<file path="config.mk">
export PLATFORM = sky130hd
export DESIGN_NAME = uart_tx_serializer_flat
export DESIGN_NICKNAME = d
export VERILOG_FILES = /design/src/rtl/uart_pkg.sv /design/src/rtl/uart_tx_serializer_if.sv /design/src/rtl/uart_bit_timer.sv /design/src/rtl/uart_tx_serializer.sv /design/src/flat_wrapper.sv
export SDC_FILE = /design/constraint.sdc
export NUM_CORES = 1
export LEC_CHECK = 0
export CAP_MARGIN = 20
export CELL_PAD_IN_SITES_DETAIL_PLACEMENT = 1
export CELL_PAD_IN_SITES_GLOBAL_PLACEMENT = 1
export CORE_MARGIN = 5
export CORE_UTILIZATION = 30
export DETAILED_ROUTE_END_ITERATION = 8
export PLACE_DENSITY_LB_ADDON = 0.12
export SLEW_MARGIN = 30
export SYNTH_ARGS = -nofsm -noshare
export SYNTH_HDL_FRONTEND = slang
export SYNTH_SLANG_ARGS = --single-unit
</file>
<file path="constraint.sdc">
create_clock -name clk -period 1.8 [get_ports clk]
set_input_delay 0.27 -clock clk [delete_from_list [all_inputs] [get_ports clk]]
set_output_delay 0.27 -clock clk [all_outputs]
set_load 0.03 [all_outputs]
</file>
<file path="src/rtl/uart_pkg.sv">
// Shared UART definitions: FSM state encoding and default frame constants.
// Also intended for the future receiver.
package uart_pkg;

  localparam int unsigned UART_DEFAULT_CLKS_PER_BIT = 104;
  localparam int unsigned UART_DATA_BITS            = 8;

  typedef enum logic [1:0] {
    StIdle,
    StStart,
    StData,
    StStop
  } uart_state_e;

endpackage

</file>
<file path="src/rtl/uart_tx_serializer_if.sv">
// Valid/ready byte handshake between an upstream producer and the UART transmitter.
interface uart_tx_serializer_if
  import uart_pkg::*;
#(
  parameter int unsigned DATA_BITS = UART_DATA_BITS
) ();

  logic [DATA_BITS-1:0] tx_data;
  logic                 tx_valid;
  logic                 tx_ready;

  modport master (
    output tx_data,
    output tx_valid,
    input  tx_ready
  );

  modport slave (
    input  tx_data,
    input  tx_valid,
    output tx_ready
  );

endinterface

</file>
<file path="src/rtl/uart_bit_timer.sv">
// Baud-rate divider: counts 0..CLKS_PER_BIT-1 while enabled and pulses bit_end on the
// last cycle of each bit. Held at zero while disabled so every bit starts aligned.
module uart_bit_timer #(
  parameter int unsigned CLKS_PER_BIT = 104
) (
  input  logic clk,
  input  logic reset,
  input  logic enable,
  output logic bit_end
);

  localparam int unsigned CntW = (CLKS_PER_BIT > 1) ? $clog2(CLKS_PER_BIT) : 1;
  localparam logic [CntW-1:0] CntLast = CntW'(CLKS_PER_BIT - 1);

  logic [CntW-1:0] cnt_q, cnt_d;

  // Next count: clear when idle or at the bit boundary, otherwise increment.
  always_comb begin
    cnt_d = cnt_q;
    if (!enable || (cnt_q == CntLast)) begin
      cnt_d = '0;
    end else begin
      cnt_d = cnt_q + 1'b1;
    end
  end

  // Counter register with synchronous reset.
  always_ff @(posedge clk) begin
    if (reset) begin
      cnt_q <= '0;
    end else begin
      cnt_q <= cnt_d;
    end
  end

  assign bit_end = enable && (cnt_q == CntLast);

endmodule

</file>
<file path="src/rtl/uart_tx_serializer.sv">
// 8N1 UART transmitter. Accepts one byte per valid/ready handshake and shifts it out
// LSB-first behind a start bit, followed by a stop bit. All outputs are registered.
module uart_tx_serializer
  import uart_pkg::*;
#(
  parameter int unsigned CLKS_PER_BIT = UART_DEFAULT_CLKS_PER_BIT,
  parameter int unsigned DATA_BITS    = UART_DATA_BITS
) (
  input  logic                 clk,
  input  logic                 reset,
  uart_tx_serializer_if.slave  bus,
  output logic                 uart_tx
);

  localparam int unsigned BitCntW = $clog2(DATA_BITS + 1);
  localparam logic [BitCntW-1:0] BitCntLast = BitCntW'(DATA_BITS - 1);

  uart_state_e          state_q, state_d;
  logic [DATA_BITS-1:0] shift_q, shift_d;
  logic [BitCntW-1:0]   bit_cnt_q, bit_cnt_d;
  logic                 tx_q, tx_d;
  logic                 ready_q, ready_d;
  logic                 bit_end;
  logic                 handshake;

  assign handshake = bus.tx_valid && ready_q;

  uart_bit_timer #(
    .CLKS_PER_BIT(CLKS_PER_BIT)
  ) u_bit_timer (
    .clk    (clk),
    .reset  (reset),
    .enable (state_q != StIdle),
    .bit_end(bit_end)
  );

  // Next state plus next values of the registered line and ready outputs.
  always_comb begin
    state_d   = state_q;
    shift_d   = shift_q;
    bit_cnt_d = bit_cnt_q;
    tx_d      = tx_q;
    ready_d   = ready_q;
    unique case (state_q)
      StIdle: begin
        tx_d    = 1'b1;
        ready_d = 1'b1;
        if (handshake) begin
          shift_d   = bus.tx_data;
          bit_cnt_d = '0;
          ready_d   = 1'b0;
          tx_d      = 1'b0;
          state_d   = StStart;
        end
      end
      StStart: begin
        if (bit_end) begin
          tx_d    = shift_q[0];
          state_d = StData;
        end
      end
      StData: begin
        if (bit_end) begin
          if (bit_cnt_q == BitCntLast) begin
            bit_cnt_d = '0;
            tx_d      = 1'b1;
            state_d   = StStop;
          end else begin
            shift_d   = shift_q >> 1;
            tx_d      = shift_d[0];
            bit_cnt_d = bit_cnt_q + 1'b1;
          end
        end
      end
      StStop: begin
        if (bit_end) begin
          ready_d = 1'b1;
          state_d = StIdle;
        end
      end
      default: begin
        state_d = StIdle;
      end
    endcase
  end

  // State and output registers; reset abandons any frame and drops the latched byte.
  always_ff @(posedge clk) begin
    if (reset) begin
      state_q   <= StIdle;
      shift_q   <= '0;
      bit_cnt_q <= '0;
      tx_q      <= 1'b1;
      ready_q   <= 1'b0;
    end else begin
      state_q   <= state_d;
      shift_q   <= shift_d;
      bit_cnt_q <= bit_cnt_d;
      tx_q      <= tx_d;
      ready_q   <= ready_d;
    end
  end

  assign uart_tx      = tx_q;
  assign bus.tx_ready = ready_q;

endmodule
</file>
<file path="src/flat_wrapper.sv">
// flat-port wrapper written by rule: the top's interface ports become plain ports
module uart_tx_serializer_flat import uart_pkg::*;
#(
  parameter int unsigned CLKS_PER_BIT = UART_DEFAULT_CLKS_PER_BIT,
  parameter int unsigned DATA_BITS    = UART_DATA_BITS
)
  (clk, reset, uart_tx, bus_tx_data, bus_tx_valid, bus_tx_ready);
  uart_tx_serializer_if #(.DATA_BITS(DATA_BITS)) bus_i ();
  input  logic clk;
  input  logic reset;
  output logic uart_tx;
  input wire logic [$bits(bus_i.tx_data)-1:0] bus_tx_data;
  input wire logic [$bits(bus_i.tx_valid)-1:0] bus_tx_valid;
  output wire logic [$bits(bus_i.tx_ready)-1:0] bus_tx_ready;
  assign bus_i.tx_data = bus_tx_data;
  assign bus_i.tx_valid = bus_tx_valid;
  assign bus_tx_ready = bus_i.tx_ready;
  uart_tx_serializer #(.CLKS_PER_BIT(CLKS_PER_BIT), .DATA_BITS(DATA_BITS)) u_core (.clk(clk), .reset(reset), .bus(bus_i), .uart_tx(uart_tx));
endmodule
</file>
==> reports/metrics.csv <==
stage;metric;value;unit
run_status;run status;complete, no violations;
timing;Hold Vio Cnt, Final;0;
clocking;worst skew pair latency;0.27;ns
timing;RSZ-0062 raised after global routing;true;
critical_path;CP startpoint kind;flip-flop;
floorplan;initial core utilization;0.307;
timing;Hold WS;0.454;ns
hold_path;Hold Path Class;flip-flop to flip-flop;
critical_path;CP Class;flip-flop to flip-flop;
yosys;mapped cell area;0.00133;mm²
global_routing;Overflow after GRT;0;
yosys;yosys warns;0;
power_and_ir_drop;Leak;0.621;nW
route;vias;1213;
global_routing;first-pass GRT wire length;6.06;mm
yosys;Post-synth top flop;dfxtp_1;
route;Post-DRT Antenna Nets;0;
route;# DRC;0;
floorplan;CORE AREA;0.00432;mm²
floorplan;IO Count;13;
timing;post-route clock period utilization;0.966;
global_routing;vias in the first global route;1272;
clocking;Post-CTS Hold Fix Bufs;0;
yosys;EDFF count, synth;0;
critical_path;Worst EP required;2.01;ns
floorplan;die width;76.5;µm
yosys;Syn Inst Count;145;
route;TritonRoute pass-1 iters;4;
clocking;clock tree buffer depth;2;
final_layout;commonest non-fill, non-tap cells in the layout;buf_4, dfxtp_1, clkdlybuf4s50_1;
critical_path;Max FO, Critical Path;8;
floorplan;die area;0.00586;mm²
clocking;CTS tree;done;
timing;Slew @ Worst Pin;0.310;ns
yosys;Synth cell types;44;
final_layout;layout cells sized above 1;0.301;
timing;Tmin final;1.74;ns
critical_path;crit-path max cell delay;0.50;ns
clocking;Clock Pin Slew Worst Setup and Hold Paths;0.09;ns
final_layout;Area Overhead vs Synth;33.0;%
clocking;CTS HTree Levels;1;
timing;Slew HR;0.791;
floorplan;FP Rows;24;
route;initial drt markers;57;
power_and_ir_drop;PD cells;1190;mW/mm²
yosys;ys async rst share;0;
critical_path;critical-path cell list;buf_4, ha_4, and4b_2, a31oi_4, or4_1, a21oi_1;
yosys;Avg Inst Size Synth;9.16;µm²
timing;Final Setup Violations;0;
final_layout;Fill cells;505;
global_routing;GRT Overall Usage;0.121;
global_routing;initial antenna violation count;0;
floorplan;Die H;76.5;µm
yosys;syn nets;163;
global_routing;largest net degree at the start of global routing;17;
critical_path;Arr. time, crit path;1.95;ns
route;routed len/inst;15.4;µm
route;Post-Route WL;3.52;mm
place;GP Congestion;0.745;
final_layout;antenna fix cells;0;
route;Via density;5.32;
critical_path;Crit. End Element;flip-flop;
yosys;synthesized flop and latch total;23;
timing;Final Max Tran Viols;0;
clocking;Root Buffer;clkbuf_8;
critical_path;Largest delay share family, worst path;simple AND/OR/NAND/NOR gates;
yosys;sequential area share after synthesis;0.347;
critical_path;CP max-delay cell;or4_1;
place;port bufs;12;
clocking;CTS buffer count;3;
final_layout;Nets;195;
timing;final clock skew;0.00871;ns
timing;Max Freq;575;MHz
power_and_ir_drop;worst vdd ir;514;µV
run;max-cap viol count;0;
timing;final worst slack;0.0617;ns
place;Post-DP HPWL;2.63;mm
clocking;CTS sink cnt;23;
place;dpl ws;-0.0651;ns
critical_path;Bufs and invs on worst path;1;
power_and_ir_drop;Pwr Total;2.10;mW
[where the power goes]
group          switching, mW  total (mW)  internal (mW)
combinational          0.549        1.09          0.540
clock                  0.180       0.338          0.158
sequential            0.0701       0.675          0.605
total                  0.799        2.10           1.30
[metal layers]
| metal | part of all wire | vias up | GRT usage | routed length [µm] |
|---|---|---|---|---|
| met5 | 0 | - | 0 | 0 |
| met4 | 0.0065 | 0 | 0.0262 | 23 |
| met3 | 0.022 | 4 | 0.0248 | 76 |
| met2 | 0.50 | 10 | 0.205 | 1760 |
| met1 | 0.47 | 601 | 0.157 | 1660 |
| li1 | - | 598 | - | - |
[synthesized netlist by cell type (2+ instances only)]
master | instances | share of area
a221oi_1 | 6 | 0.040
nand2_1 | 8 | 0.023
ha_1 | 7 | 0.066
inv_1 | 11 | 0.031
nor2b_1 | 8 | 0.038
nand3b_1 | 3 | 0.017
dfxtp_1 | 23 | 0.35
a211oi_1 | 3 | 0.017
nor3_1 | 2 | 0.0075
nand4b_1 | 2 | 0.013
clkbuf_1 | 3 | 0.0085
a31oi_1 | 2 | 0.0094
xor2_1 | 2 | 0.013
a311oi_1 | 7 | 0.046
nand3_1 | 6 | 0.023
or3_1 | 2 | 0.0094
nor2_1 | 10 | 0.028
a21oi_1 | 7 | 0.026
buf_6 | 3 | 0.025
a221oi_2 | 2 | 0.023
xnor2_1 | 3 | 0.020
o21ai_0 | 2 | 0.0075
buf_2 | 2 | 0.0075
[path summary, 6_finish.rpt]
path	from	end	cells after the start	slack, ns
setup / recovery	u_core.state_q[1]$_SDFFE_PP0P_	u_core.bit_cnt_q[3]$_SDFFE_PP0P_	6	0.06
hold / removal	u_core.u_bit_timer.cnt_q[0]$_SDFF_PP0_	u_core.u_bit_timer.cnt_q[0]$_SDFF_PP0_	1	0.45
setup reg to reg	u_core.state_q[1]$_SDFFE_PP0P_	u_core.bit_cnt_q[3]$_SDFFE_PP0P_	6	0.06
hold reg to reg	u_core.u_bit_timer.cnt_q[0]$_SDFF_PP0_	u_core.u_bit_timer.cnt_q[0]$_SDFF_PP0_	1	0.45
[per-stage QoR]
step,cell area (µm²),TNS [ns],instances,util
2_1_floorplan,1340,0,145,-
3_3_place_gp,1630,-0.0939,223,0.377
3_5_place_dp,1630,-0.340,223,0.377
4_1_cts,1680,0,227,0.389
5_1_grt,1770,-0.0390,228,0.408
6_report,1770,0,228,0.408
[sequential cells by signal (all words and copies together) (netlist names)]
signal                    count
u_core.shift_q                8
u_core.u_bit_timer.cnt_q      7
u_core.bit_cnt_q              4
u_core.state_q                2
u_core.bus.tx_ready           1
u_core.uart_tx                1
[cells by family after synthesis]
logic type      Yosys count  synth area share
xor+xnor                  5            0.0330
flops                    23             0.347
buf+inv                  19            0.0726
mux                       1           0.00754
compound gates           35             0.222
simple gates             55             0.252
fa+ha+maj                 7            0.0660
[area by class of cell]
| cell class | count | area, µm² | share of cell area |
|---|---|---|---|
| timing repair buffer | 35 | 300 | 0.170 |
| inverter | 11 | 41.3 | 0.0234 |
| sequential | 23 | 463 | 0.262 |
| clock buffer | 4 | 45.0 | 0.0255 |
| multi-input combinational | 103 | 851 | 0.482 |
| tap | 52 | 65.1 | 0.0369 |
[repair_timing]
item	CTS	global route
gates resized for setup	4	15
pin swaps	0	2
endpoints found under the setup margin	11	11
buffers inserted	0	1
(Power assumes the default switching activity.)
